$ cat config.mk
export PLATFORM = sky130hd
export DESIGN_NAME = cpu_axi_bridge_mo_flat
export DESIGN_NICKNAME = d
export VERILOG_FILES = /design/src/rtl/cpu_axi_bridge_mo_if.sv /design/src/rtl/cpu_axi_bridge_mo.sv /design/src/flat_wrapper.sv
export SDC_FILE = /design/constraint.sdc
export NUM_CORES = 1
export LEC_CHECK = 0
export ABC_AREA = 1
export CAP_MARGIN = 20
export CORE_AREA = 8 8 144 146
export CTS_CLUSTER_DIAMETER = 200
export CTS_CLUSTER_SIZE = 8
export DETAILED_ROUTE_END_ITERATION = 8
export DIE_AREA = 0 0 152 154
export PLACE_DENSITY = 0.76
export SLEW_MARGIN = 0
export SYNTH_ARGS = -nofsm -noshare
export SYNTH_HDL_FRONTEND = slang
export SYNTH_SLANG_ARGS = --single-unit
$ cat constraint.sdc
create_clock -name clk -period 2.9 [get_ports clk]
set_input_delay 0.29 -clock clk [delete_from_list [all_inputs] [get_ports clk]]
set_output_delay 0.29 -clock clk [all_outputs]
set_load 0.1 [all_outputs]
$ cat src/rtl/cpu_axi_bridge_mo_if.sv
// cpu_axi_bridge_mo_if: AXI3 bus between the CPU bridge (master) and the SoC crossbar (slave)
interface cpu_axi_bridge_mo_if #(parameter int ADDR_W = 32, parameter int DATA_W = 32);
  logic [3:0] arid;
  logic [ADDR_W-1:0] araddr;
  logic [7:0] arlen;
  logic [2:0] arsize;
  logic [1:0] arburst;
  logic [1:0] arlock;
  logic [3:0] arcache;
  logic [2:0] arprot;
  logic arvalid, arready;
  logic [3:0] rid;
  logic [DATA_W-1:0] rdata;
  logic [1:0] rresp;
  logic rlast, rvalid, rready;
  logic [3:0] awid;
  logic [ADDR_W-1:0] awaddr;
  logic [7:0] awlen;
  logic [2:0] awsize;
  logic [1:0] awburst;
  logic [1:0] awlock;
  logic [3:0] awcache;
  logic [2:0] awprot;
  logic awvalid, awready;
  logic [3:0] wid;
  logic [DATA_W-1:0] wdata;
  logic [DATA_W/8-1:0] wstrb;
  logic wlast, wvalid, wready;
  logic [3:0] bid;
  logic [1:0] bresp;
  logic bvalid, bready;
  modport master (
    output arid, araddr, arlen, arsize, arburst, arlock, arcache, arprot, arvalid,
    input arready,
    input rid, rdata, rresp, rlast, rvalid,
    output rready,
    output awid, awaddr, awlen, awsize, awburst, awlock, awcache, awprot, awvalid,
    input awready,
    output wid, wdata, wstrb, wlast, wvalid,
    input wready,
    input bid, bresp, bvalid,
    output bready
  );
  modport slave (
    input arid, araddr, arlen, arsize, arburst, arlock, arcache, arprot, arvalid,
    output arready,
    output rid, rdata, rresp, rlast, rvalid,
    input rready,
    input awid, awaddr, awlen, awsize, awburst, awlock, awcache, awprot, awvalid,
    output awready,
    input wid, wdata, wstrb, wlast, wvalid,
    output wready,
    output bid, bresp, bvalid,
    input bready
  );
endinterface

$ cat src/rtl/cpu_axi_bridge_mo.sv
// cpu_axi_bridge_mo: inst (read-only) and data (r/w) SRAM-like ports onto one AXI3 master with outstanding reads
module cpu_axi_bridge_mo #(
  parameter int ADDR_W = 32,
  parameter int DATA_W = 32,
  parameter int RD_OS = 2,
  parameter int INST_ID = 0,
  parameter int DATA_ID = 1
) (
  input logic clk,
  input logic resetn,
  input logic inst_req,
  input logic inst_wr,
  input logic [1:0] inst_size,
  input logic [ADDR_W-1:0] inst_addr,
  output logic inst_addr_ok,
  output logic inst_data_ok,
  output logic [DATA_W-1:0] inst_rdata,
  input logic data_req,
  input logic data_wr,
  input logic [1:0] data_size,
  input logic [ADDR_W-1:0] data_addr,
  input logic [DATA_W-1:0] data_wdata,
  input logic [DATA_W/8-1:0] data_wstrb,
  output logic data_addr_ok,
  output logic data_data_ok,
  output logic [DATA_W-1:0] data_rdata,
  cpu_axi_bridge_mo_if.master axi
);
  localparam logic [3:0] OS = 4'(RD_OS);
  localparam logic [3:0] IID = 4'(INST_ID);
  localparam logic [3:0] DID = 4'(DATA_ID);
  logic inst_sv, data_sv, ar_busy, ar_own, rr_last, wr_busy, aw_pend, w_pend;
  logic [ADDR_W-1:0] inst_sa, data_sa, w_addr;
  logic [1:0] inst_ss, data_ss, w_size;
  logic [2:0] inst_cnt, data_cnt;
  logic [DATA_W-1:0] w_data;
  logic [DATA_W/8-1:0] w_strb;
  logic data_rd_ok, data_wr_ok, ar_hs, inst_ar, data_ar, inst_rv, data_rv, b_ok, pick_data;
  logic unused_ok;
  // Writes wait for all data reads to drain so data_data_ok stays in request order
  always_comb begin
    inst_addr_ok = inst_req & !inst_sv & (({1'b0, inst_cnt} + {3'b0, inst_sv}) < OS);
    data_rd_ok = data_req & !data_wr & !data_sv & ({1'b0, data_cnt} < OS) & !wr_busy;
    data_wr_ok = data_req & data_wr & !wr_busy & !data_sv & (data_cnt == 3'd0);
    data_addr_ok = data_rd_ok | data_wr_ok;
    ar_hs = ar_busy & axi.arready;
    inst_ar = ar_hs & !ar_own;
    data_ar = ar_hs & ar_own;
    inst_rv = axi.rvalid & (axi.rid == IID) & (inst_cnt != 3'd0);
    data_rv = axi.rvalid & (axi.rid == DID) & (data_cnt != 3'd0);
    b_ok = axi.bvalid & wr_busy;
    inst_data_ok = inst_rv;
    inst_rdata = inst_rv ? axi.rdata : '0;
    data_data_ok = data_rv | b_ok;
    data_rdata = data_rv ? axi.rdata : '0;
    pick_data = data_sv & (!inst_sv | !rr_last);
  end
  assign unused_ok = ^{inst_wr, axi.rresp, axi.rlast, axi.bid, axi.bresp};
  assign axi.arid = ar_own ? DID : IID;
  assign axi.araddr = ar_own ? data_sa : inst_sa;
  assign axi.arsize = {1'b0, ar_own ? data_ss : inst_ss};
  assign axi.arlen = '0;
  assign axi.arburst = 2'b01;
  assign axi.arlock = '0;
  assign axi.arcache = '0;
  assign axi.arprot = '0;
  assign axi.arvalid = ar_busy;
  assign axi.rready = 1'b1;
  assign axi.awid = DID;
  assign axi.awaddr = w_addr;
  assign axi.awlen = '0;
  assign axi.awsize = {1'b0, w_size};
  assign axi.awburst = 2'b01;
  assign axi.awlock = '0;
  assign axi.awcache = '0;
  assign axi.awprot = '0;
  assign axi.awvalid = aw_pend;
  assign axi.wid = DID;
  assign axi.wdata = w_data;
  assign axi.wstrb = w_strb;
  assign axi.wlast = 1'b1;
  assign axi.wvalid = w_pend;
  assign axi.bready = 1'b1;
  always_ff @(posedge clk) begin
    if (!resetn) begin
      inst_sv <= 1'b0;
      data_sv <= 1'b0;
      ar_busy <= 1'b0;
      ar_own <= 1'b0;
      rr_last <= 1'b0;
      wr_busy <= 1'b0;
      aw_pend <= 1'b0;
      w_pend <= 1'b0;
      inst_cnt <= '0;
      data_cnt <= '0;
    end else begin
      if (inst_addr_ok) inst_sv <= 1'b1;
      else if (inst_ar) inst_sv <= 1'b0;
      if (data_rd_ok) data_sv <= 1'b1;
      else if (data_ar) data_sv <= 1'b0;
      inst_cnt <= inst_cnt + 3'(inst_ar) - 3'(inst_rv);
      data_cnt <= data_cnt + 3'(data_ar) - 3'(data_rv);
      if (ar_hs) begin
        ar_busy <= 1'b0;
        rr_last <= ar_own;
      end else if (!ar_busy && (inst_sv || data_sv)) begin
        ar_busy <= 1'b1;
        ar_own <= pick_data;
      end
      if (data_wr_ok) begin
        wr_busy <= 1'b1;
        aw_pend <= 1'b1;
        w_pend <= 1'b1;
      end else begin
        if (b_ok) wr_busy <= 1'b0;
        if (axi.awready) aw_pend <= 1'b0;
        if (axi.wready) w_pend <= 1'b0;
      end
    end
  end
  always_ff @(posedge clk) begin
    if (inst_addr_ok) begin
      inst_sa <= inst_addr;
      inst_ss <= inst_size;
    end
    if (data_rd_ok) begin
      data_sa <= data_addr;
      data_ss <= data_size;
    end
    if (data_wr_ok) begin
      w_addr <= data_addr;
      w_size <= data_size;
      w_data <= data_wdata;
      w_strb <= data_wstrb;
    end
  end
endmodule

$ cat src/flat_wrapper.sv
// flat-port wrapper written by rule: the top's interface ports become plain ports
module cpu_axi_bridge_mo_flat 
#(
  parameter int ADDR_W = 32,
  parameter int DATA_W = 32,
  parameter int RD_OS = 2,
  parameter int INST_ID = 0,
  parameter int DATA_ID = 1
)
  (clk, resetn, inst_req, inst_wr, inst_size, inst_addr, inst_addr_ok, inst_data_ok, inst_rdata, data_req, data_wr, data_size, data_addr, data_wdata, data_wstrb, data_addr_ok, data_data_ok, data_rdata, axi_arid, axi_araddr, axi_arlen, axi_arsize, axi_arburst, axi_arlock, axi_arcache, axi_arprot, axi_arvalid, axi_arready, axi_rid, axi_rdata, axi_rresp, axi_rlast, axi_rvalid, axi_rready, axi_awid, axi_awaddr, axi_awlen, axi_awsize, axi_awburst, axi_awlock, axi_awcache, axi_awprot, axi_awvalid, axi_awready, axi_wid, axi_wdata, axi_wstrb, axi_wlast, axi_wvalid, axi_wready, axi_bid, axi_bresp, axi_bvalid, axi_bready);
  cpu_axi_bridge_mo_if #(.ADDR_W(ADDR_W), .DATA_W(DATA_W)) axi_i ();
  input logic clk;
  input logic resetn;
  input logic inst_req;
  input logic inst_wr;
  input logic [1:0] inst_size;
  input logic [ADDR_W-1:0] inst_addr;
  output logic inst_addr_ok;
  output logic inst_data_ok;
  output logic [DATA_W-1:0] inst_rdata;
  input logic data_req;
  input logic data_wr;
  input logic [1:0] data_size;
  input logic [ADDR_W-1:0] data_addr;
  input logic [DATA_W-1:0] data_wdata;
  input logic [DATA_W/8-1:0] data_wstrb;
  output logic data_addr_ok;
  output logic data_data_ok;
  output logic [DATA_W-1:0] data_rdata;
  output wire logic [$bits(axi_i.arid)-1:0] axi_arid;
  output wire logic [$bits(axi_i.araddr)-1:0] axi_araddr;
  output wire logic [$bits(axi_i.arlen)-1:0] axi_arlen;
  output wire logic [$bits(axi_i.arsize)-1:0] axi_arsize;
  output wire logic [$bits(axi_i.arburst)-1:0] axi_arburst;
  output wire logic [$bits(axi_i.arlock)-1:0] axi_arlock;
  output wire logic [$bits(axi_i.arcache)-1:0] axi_arcache;
  output wire logic [$bits(axi_i.arprot)-1:0] axi_arprot;
  output wire logic [$bits(axi_i.arvalid)-1:0] axi_arvalid;
  input wire logic [$bits(axi_i.arready)-1:0] axi_arready;
  input wire logic [$bits(axi_i.rid)-1:0] axi_rid;
  input wire logic [$bits(axi_i.rdata)-1:0] axi_rdata;
  input wire logic [$bits(axi_i.rresp)-1:0] axi_rresp;
  input wire logic [$bits(axi_i.rlast)-1:0] axi_rlast;
  input wire logic [$bits(axi_i.rvalid)-1:0] axi_rvalid;
  output wire logic [$bits(axi_i.rready)-1:0] axi_rready;
  output wire logic [$bits(axi_i.awid)-1:0] axi_awid;
  output wire logic [$bits(axi_i.awaddr)-1:0] axi_awaddr;
  output wire logic [$bits(axi_i.awlen)-1:0] axi_awlen;
  output wire logic [$bits(axi_i.awsize)-1:0] axi_awsize;
  output wire logic [$bits(axi_i.awburst)-1:0] axi_awburst;
  output wire logic [$bits(axi_i.awlock)-1:0] axi_awlock;
  output wire logic [$bits(axi_i.awcache)-1:0] axi_awcache;
  output wire logic [$bits(axi_i.awprot)-1:0] axi_awprot;
  output wire logic [$bits(axi_i.awvalid)-1:0] axi_awvalid;
  input wire logic [$bits(axi_i.awready)-1:0] axi_awready;
  output wire logic [$bits(axi_i.wid)-1:0] axi_wid;
  output wire logic [$bits(axi_i.wdata)-1:0] axi_wdata;
  output wire logic [$bits(axi_i.wstrb)-1:0] axi_wstrb;
  output wire logic [$bits(axi_i.wlast)-1:0] axi_wlast;
  output wire logic [$bits(axi_i.wvalid)-1:0] axi_wvalid;
  input wire logic [$bits(axi_i.wready)-1:0] axi_wready;
  input wire logic [$bits(axi_i.bid)-1:0] axi_bid;
  input wire logic [$bits(axi_i.bresp)-1:0] axi_bresp;
  input wire logic [$bits(axi_i.bvalid)-1:0] axi_bvalid;
  output wire logic [$bits(axi_i.bready)-1:0] axi_bready;
  assign axi_arid = axi_i.arid;
  assign axi_araddr = axi_i.araddr;
  assign axi_arlen = axi_i.arlen;
  assign axi_arsize = axi_i.arsize;
  assign axi_arburst = axi_i.arburst;
  assign axi_arlock = axi_i.arlock;
  assign axi_arcache = axi_i.arcache;
  assign axi_arprot = axi_i.arprot;
  assign axi_arvalid = axi_i.arvalid;
  assign axi_i.arready = axi_arready;
  assign axi_i.rid = axi_rid;
  assign axi_i.rdata = axi_rdata;
  assign axi_i.rresp = axi_rresp;
  assign axi_i.rlast = axi_rlast;
  assign axi_i.rvalid = axi_rvalid;
  assign axi_rready = axi_i.rready;
  assign axi_awid = axi_i.awid;
  assign axi_awaddr = axi_i.awaddr;
  assign axi_awlen = axi_i.awlen;
  assign axi_awsize = axi_i.awsize;
  assign axi_awburst = axi_i.awburst;
  assign axi_awlock = axi_i.awlock;
  assign axi_awcache = axi_i.awcache;
  assign axi_awprot = axi_i.awprot;
  assign axi_awvalid = axi_i.awvalid;
  assign axi_i.awready = axi_awready;
  assign axi_wid = axi_i.wid;
  assign axi_wdata = axi_i.wdata;
  assign axi_wstrb = axi_i.wstrb;
  assign axi_wlast = axi_i.wlast;
  assign axi_wvalid = axi_i.wvalid;
  assign axi_i.wready = axi_wready;
  assign axi_i.bid = axi_bid;
  assign axi_i.bresp = axi_bresp;
  assign axi_i.bvalid = axi_bvalid;
  assign axi_bready = axi_i.bready;
  cpu_axi_bridge_mo #(.ADDR_W(ADDR_W), .DATA_W(DATA_W), .RD_OS(RD_OS), .INST_ID(INST_ID), .DATA_ID(DATA_ID)) u_core (.clk(clk), .resetn(resetn), .inst_req(inst_req), .inst_wr(inst_wr), .inst_size(inst_size), .inst_addr(inst_addr), .inst_addr_ok(inst_addr_ok), .inst_data_ok(inst_data_ok), .inst_rdata(inst_rdata), .data_req(data_req), .data_wr(data_wr), .data_size(data_size), .data_addr(data_addr), .data_wdata(data_wdata), .data_wstrb(data_wstrb), .data_addr_ok(data_addr_ok), .data_data_ok(data_data_ok), .data_rdata(data_rdata), .axi(axi_i));
endmodule
After elaboration in Yosys (flattened, before gate mapping)
Cells that the tools add are included.
{"block": "word_totals", "elab_cells": 85, "out_inout_bits": 230, "reg_bits": 152}
{"block": "op_classes", "order_cmp": 2, "mux": 15, "n_eq_ne": 1, "n_addsub": 5, "reduce_logical": 20, "bitwise_logic": 24}
{"op": "32-bit two-way mux", "n": 3}
{"op": "1-bit AND", "n": 19}
{"op": "1-bit two-way mux", "n": 11}
{"op": "2-bit nonzero test", "n": 5}
{"op": "1-bit zero test", "n": 7}
{"op": "3-bit by 1-bit adder with 3-bit output", "n": 2}
{"op": "3-bit nonzero test", "n": 2}
{"op": "3-bit by 1-bit subtractor with 3-bit output", "n": 2}
{"op": "3-bit by 1-bit adder with 4-bit output", "n": 1}
{"op": "4-bit by 1-bit equality test with 1-bit output, second input constant", "n": 1}
{"op": "4-bit zero test", "n": 1}
{"op": "4-bit by 2-bit < comparator with 1-bit output, second input constant", "n": 1}
{"op": "3-bit zero test", "n": 1}
{"op": "3-bit by 2-bit < comparator with 1-bit output, second input constant", "n": 1}
{"op": "1-bit OR", "n": 3}
{"op": "2-bit two-way mux", "n": 1}
{"op": "1-bit inverter", "n": 2}
{"op": "2-bit AND reduction", "n": 1}
{"op": "2-bit OR reduction", "n": 1}
{"op": "1-bit logical AND", "n": 1}
{"op": "1-bit logical OR", "n": 1}

Longest topological paths before layout
{"block": "depth", "word_depth": 6, "ltp_mapped": 13, "mapped_depth_nobuf": 12}

Least setup slack after synthesis
Ideal clock, no wire load.
{"block": "synth_timing", "path_kind": "flip-flop to output port", "from": "register u_core.wr_busy", "to": "output data_data_ok", "n_path_buf": 0, "path_stages_with_launch": 3, "path_slack_ns": 0.120, "t_arrival_ns": 2.490, "path_cell_list": "dfxtp_1 > inv_1 > o21ai_0"}
{"block": "synth_between", "elab_chain_cells": 2}
{"element": "start, declared", "line_no": "cpu_axi_bridge_mo.sv:32", "text": "logic inst_sv, data_sv, ar_busy, ar_own, rr_last, wr_busy, aw_pend, w_pend;"}
{"element": "start signal, assigned", "line_no": "cpu_axi_bridge_mo.sv:91", "text": "wr_busy <= 1'b0;"}
{"element": "start signal, assigned", "line_no": "cpu_axi_bridge_mo.sv:111", "text": "wr_busy <= 1'b1;"}
{"element": "start signal, assigned", "line_no": "cpu_axi_bridge_mo.sv:115", "text": "if (b_ok) wr_busy <= 1'b0;"}
{"element": "1-bit AND", "line_no": "cpu_axi_bridge_mo.sv:51", "text": "b_ok = axi.bvalid & wr_busy;"}
{"element": "1-bit OR", "line_no": "cpu_axi_bridge_mo.sv:54", "text": "data_data_ok = data_rv | b_ok;"}
{"element": "end, declared", "line_no": "flat_wrapper.sv:28", "text": "output logic data_data_ok;"}
No other way between the ends.

Final worst setup path
{"block": "layout_timing", "from": "register u_core.inst_sv", "to": "output inst_addr_ok"}
{"block": "layout_between", "elab_chain_cells": 3, "word_cells_on_any_way": 5, "classes_between": "1 x add/sub; 1 x order compare; 2 x bitwise; 1 x reduce/logical"}
{"element": "start, declared", "line_no": "cpu_axi_bridge_mo.sv:32"}
{"element": "start signal, assigned", "line_no": "cpu_axi_bridge_mo.sv:86", "text": "inst_sv <= 1'b0;"}
{"element": "start signal, assigned", "line_no": "cpu_axi_bridge_mo.sv:97", "text": "if (inst_addr_ok) inst_sv <= 1'b1;"}
{"element": "start signal, assigned", "line_no": "cpu_axi_bridge_mo.sv:98", "text": "else if (inst_ar) inst_sv <= 1'b0;"}
{"element": "3-bit by 1-bit adder with 4-bit output or 1-bit zero test (tied branches)", "line_no": "cpu_axi_bridge_mo.sv:42", "text": "inst_addr_ok = inst_req & !inst_sv & (({1'b0, inst_cnt} + {3'b0, inst_sv}) < OS);"}
{"element": "4-bit by 2-bit < comparator with 1-bit output or 1-bit AND (tied branches)", "line_no": "cpu_axi_bridge_mo.sv:42"}
{"element": "1-bit AND *", "line_no": "cpu_axi_bridge_mo.sv:42"}
{"element": "end, declared", "line_no": "flat_wrapper.sv:18", "text": "output logic inst_addr_ok;"}
Mark *: on every way between the ends. The rest lies on a longest branch, timed or not.

==> impl_metrics.prom <==
# TYPE chip_impl_metric gauge
chip_impl_info{name="outcome",value="completed"} 1
chip_impl_metric{name="synth_top_cell_area_share",unit="%"} 65.7
chip_impl_metric{name="floorplan.rows",unit=""} 50
chip_impl_metric{name="post-layout-total-power",unit="mW"} 7.05
chip_impl_metric{name="slew_viol_final",unit=""} 0
chip_impl_metric{name="postSynthRegisterBits",unit=""} 152
chip_impl_metric{name="postLayoutSetupSlackWorst",unit="ns"} 0.702
chip_impl_metric{name="clock_tree.htree_level_count",unit=""} 4
chip_impl_info{name="critPathKind",value="reg2out"} 1
chip_impl_metric{name="area.growth.synth_to_final",unit="%"} 75.5
chip_impl_metric{name="clkSinkCount",unit=""} 152
chip_impl_metric{name="cpPeakStageDelay",unit="ns"} 0.40
chip_impl_metric{name="drv_cap",unit=""} 0
chip_impl_metric{name="antenna_found_initial",unit=""} 0
chip_impl_metric{name="timing.final.hold_violations",unit=""} 0
chip_impl_metric{name="num_io_pins",unit=""} 390
chip_impl_metric{name="drt-initial-drc-count",unit=""} 150
chip_impl_metric{name="routedWlPerCell",unit="µm"} 19.3
chip_impl_metric{name="maximum_vdd_ir_drop",unit="µV"} 445
chip_impl_metric{name="critical_path.n_buffers_inverters",unit=""} 4
chip_impl_metric{name="groute.usage.overall",unit="%"} 17.8
chip_impl_metric{name="fp.dieArea",unit="µm²"} 23400
chip_impl_metric{name="drt_pass1_iterations",unit=""} 4
chip_impl_info{name="endpoint_kind",value="output port"} 1
chip_impl_metric{name="fill_cells",unit=""} 1395
chip_impl_metric{name="layout.core_utilization",unit="%"} 60.0
chip_impl_metric{name="cts_clock_pin_slew_for_the_worst_setup_and_hold_paths",unit="ns"} 0.08
chip_impl_metric{name="post_dp_cell_area",unit="µm²"} 10500
chip_impl_metric{name="grt_first_pass_wirelength",unit="µm"} 31400
chip_impl_metric{name="gp_congestion",unit=""} 0.760
chip_impl_info{name="regToRegStartpoint",value="u_core.data_cnt[1]"} 1
chip_impl_metric{name="hpwlAfterDp",unit="µm"} 17100
chip_impl_info{name="r2r_end",value="u_core.data_sa[15]"} 1
chip_impl_metric{name="r2r_slack",unit="ns"} 0.81
chip_impl_metric{name="worst_endpoint_data_arrival_time",unit="ns"} 1.91
chip_impl_metric{name="syn-mean-instance-area",unit="µm²"} 12.1
chip_impl_metric{name="setup_viol_count_final",unit=""} 0
chip_impl_metric{name="synthCells",unit=""} 522
chip_impl_metric{name="drt-vias-per-instance",unit=""} 4.27
chip_impl_metric{name="remaining_overflow_grt",unit=""} 0
chip_impl_info{name="tritoncts_clock_tree",value="yes"} 1
chip_impl_metric{name="final_antenna_violating_net_count",unit=""} 0
chip_impl_info{name="crit_path_top_delay_cell",value="dfxtp_1"} 1
chip_impl_metric{name="post_synth_num_cell_types",unit=""} 22
chip_impl_info{name="crit_family",value="buffers and inverters"} 1
chip_impl_metric{name="final-instance-count-excl-fill",unit=""} 1105
chip_impl_metric{name="timing.clock.skew",unit="ns"} 0.0132
chip_impl_info{name="cp-start-kind",value="flop"} 1
chip_impl_metric{name="placement.setup.worst_slack",unit="ns"} 0.582
chip_impl_metric{name="clock_latency",unit="ns"} 0.43
chip_impl_metric{name="routed-via-count",unit=""} 4721
chip_impl_metric{name="cts_post_setup_buffers_inserted",unit=""} 0
chip_impl_metric{name="initial_core_util",unit="%"} 34.2
chip_impl_metric{name="static-leakage-power",unit="nW"} 4.70
chip_impl_metric{name="holdBufCountCts",unit=""} 0
chip_impl_metric{name="die_width",unit="µm"} 152
chip_impl_metric{name="yosys_warnings",unit=""} 0
chip_impl_metric{name="pin_count_of_the_biggest_net_entering_global_routing",unit=""} 71
chip_impl_metric{name="final_area",unit="µm²"} 11100
chip_impl_metric{name="synth_sequential_area_ratio",unit="%"} 70.2
chip_impl_metric{name="drc",unit=""} 0
chip_impl_metric{name="first_global_vias",unit=""} 5201
chip_impl_metric{name="clk_path_buf_depth",unit=""} 2
chip_impl_metric{name="finalSetupTns",unit="ns"} 0
chip_impl_info{name="hold-path-endpoint",value="u_core.axi.wdata[6]"} 1
chip_impl_metric{name="fin_nets",unit=""} 1027
chip_impl_metric{name="syn-cell-area",unit="µm²"} 6300
chip_impl_metric{name="timing.reg2reg.worst_path_depth",unit=""} 7
chip_impl_metric{name="post_detailed_routing_wire_length",unit="µm"} 21300
chip_impl_metric{name="cts-buffers-inserted",unit=""} 17
chip_impl_metric{name="worstPathRequired",unit="ns"} 2.61
chip_impl_info{name="grt_setup_unrepaired",value="no"} 1
chip_impl_metric{name="drive_above_1_share",unit="%"} 28.8
chip_impl_metric{name="cells_on_worst_hold_path",unit=""} 1
chip_impl_metric{name="worst_slew_pin_tran",unit="ns"} 0.724
chip_impl_metric{name="dpl.cell_count",unit=""} 1073
chip_impl_info{name="post-synth-top-area-cell",value="edfxtp_1"} 1
chip_impl_metric{name="quantity_of_gates_resized_following_cts",unit=""} 0
chip_impl_metric{name="fmax",unit="GHz"} 0.455
chip_impl_metric{name="finalCriticalPeriod",unit="ns"} 2.20
chip_impl_info{name="cts_root_buffer",value="clkbuf_16"} 1
chip_impl_metric{name="path_max_fanout",unit=""} 35
chip_impl_metric{name="buffer_ports.inserted",unit=""} 325
chip_impl_metric{name="post-route-period-util",unit="%"} 75.8
chip_impl_info{name="hold_path_class",value="in2reg"} 1
chip_impl_metric{name="cellPowerDensity",unit="nW/µm²"} 637
chip_impl_metric{name="insertedDiodeCount",unit=""} 0
chip_impl_metric{name="core_region_area",unit="µm²"} 18500
chip_impl_metric{name="whs",unit="ns"} 0.414
chip_impl_info{name="crit_chain",value="nand2_1 > inv_1 > ha_1 > nor2_1 > nand2_1 > inv_1 > buf_12 > buf_12"} 1
chip_impl_info{name="post_synth_main_area_contributors",value="edfxtp_1 (66%), nand2_1 (7.7%), buf_4 (6.6%)"} 1
chip_impl_metric{name="slew-limit-headroom",unit="%"} 51.5
chip_impl_metric{name="die_h",unit="µm"} 154
chip_impl_info{name="min-delay-start",value="data_wdata[6]"} 1
[routing by layer]
metal | vias to the layer above | share of wire, % | global-route usage, %
li1 | 2229 | - | -
met1 | 2190 | 32 | 15.9
met2 | 281 | 54 | 33.8
met3 | 21 | 12 | 9.33
met4 | 0 | 1.7 | 5.66
met5 | - | 0 | 0
[kinds of logic after synthesis]
group | count (synthesis) | synth area share (%)
simple gates | 210 | 14.4
flops | 152 | 70.2
buf+inv | 136 | 12.2
compound gates | 11 | 0.873
fa+ha+maj | 9 | 2.02
xor+xnor | 2 | 0.278
other cells | 2 | 0.119
[worst reg2reg max path: cells and delay by family (launching register included)]
kind	cells	cell delay [ns]
buffers and inverters	4	1.14
flip-flops	1	0.36
adder cells (fa/ha/maj)	1	0.21
AND/OR/NAND/NOR	2	0.13
[cell usage in the layout, fill, tap and decap left out, types with 7 or more instances in the layout]
cell / count
dfxtp_1: 14
ha_1: 7
nor2_1: 43
inv_1: 63
clkdlybuf4s50_1: 149
edfxtp_1: 138
buf_4: 79
conb_1: 54
nor2_2: 29
buf_12: 105
a21oi_1: 8
clkbuf_16: 17
nand2_1: 129
[synthesized netlist by cell type, drive strengths merged]
master	number
a21oi	8
ha	7
fa	2
buf	65
nand2	130
clkinv	3
clkbuf	3
xnor2	1
nand3	5
xor2	1
nor2	75
dfxtp	14
o21ai	3
edfxtp	138
conb	2
inv	65
[final cells by class]
class / count / area [µm²] / area share (%)
timing repair buffer: 333 / 4190 / 37.8
multi-input combinational: 286 / 1310 / 11.8
inverter: 68 / 255 / 2.31
tap: 234 / 293 / 2.65
sequential: 152 / 4420 / 40.0
clock buffer: 17 / 425 / 3.84
clock inverter: 15 / 173 / 1.56
[power by group]
group / leakage, nW / internal [mW] / total, mW / switching [mW]
clock: 0.295 / 1.17 / 2.20 / 1.03
sequential: 1.40 / 2.56 / 2.61 / 0.0462
combinational: 3.00 / 0.602 / 2.25 / 1.65
total: 4.70 / 4.33 / 7.05 / 2.72
[worst max path at each step]
stage                             startpoint                 end  slack, ns  cells after the start
after global routing      u_core.data_cnt[1]        data_data_ok       0.54                      6
after CTS                 u_core.data_cnt[1]        data_data_ok       0.66                      6
after floorplan               u_core.wr_busy        data_data_ok       0.12                      2
after global placement            axi_rid[3]  u_core.data_cnt[2]       0.59                     13
after detailed placement          axi_rid[1]  u_core.data_cnt[2]       0.58                     13
final                         u_core.inst_sv        inst_addr_ok       0.70                      8
[state kept, by name, indices dropped and copies added, names as in the netlist]
name and flops:
u_core.rr_last 1, u_core.data_sa 32, u_core.wr_busy 1, u_core.axi.arvalid 1
u_core.axi.awaddr 32, u_core.data_sv 1, u_core.data_cnt 3, u_core.inst_sa 32
u_core.inst_cnt 3, u_core.inst_ss 2, u_core.inst_sv 1, u_core.axi.awvalid 1
u_core.axi.wstrb 4, u_core.axi.wvalid 1, u_core.w_size 2, u_core.data_ss 2
u_core.axi.wdata 32, u_core.ar_own 1
No activity file was read; power rests on OpenSTA's default activity.
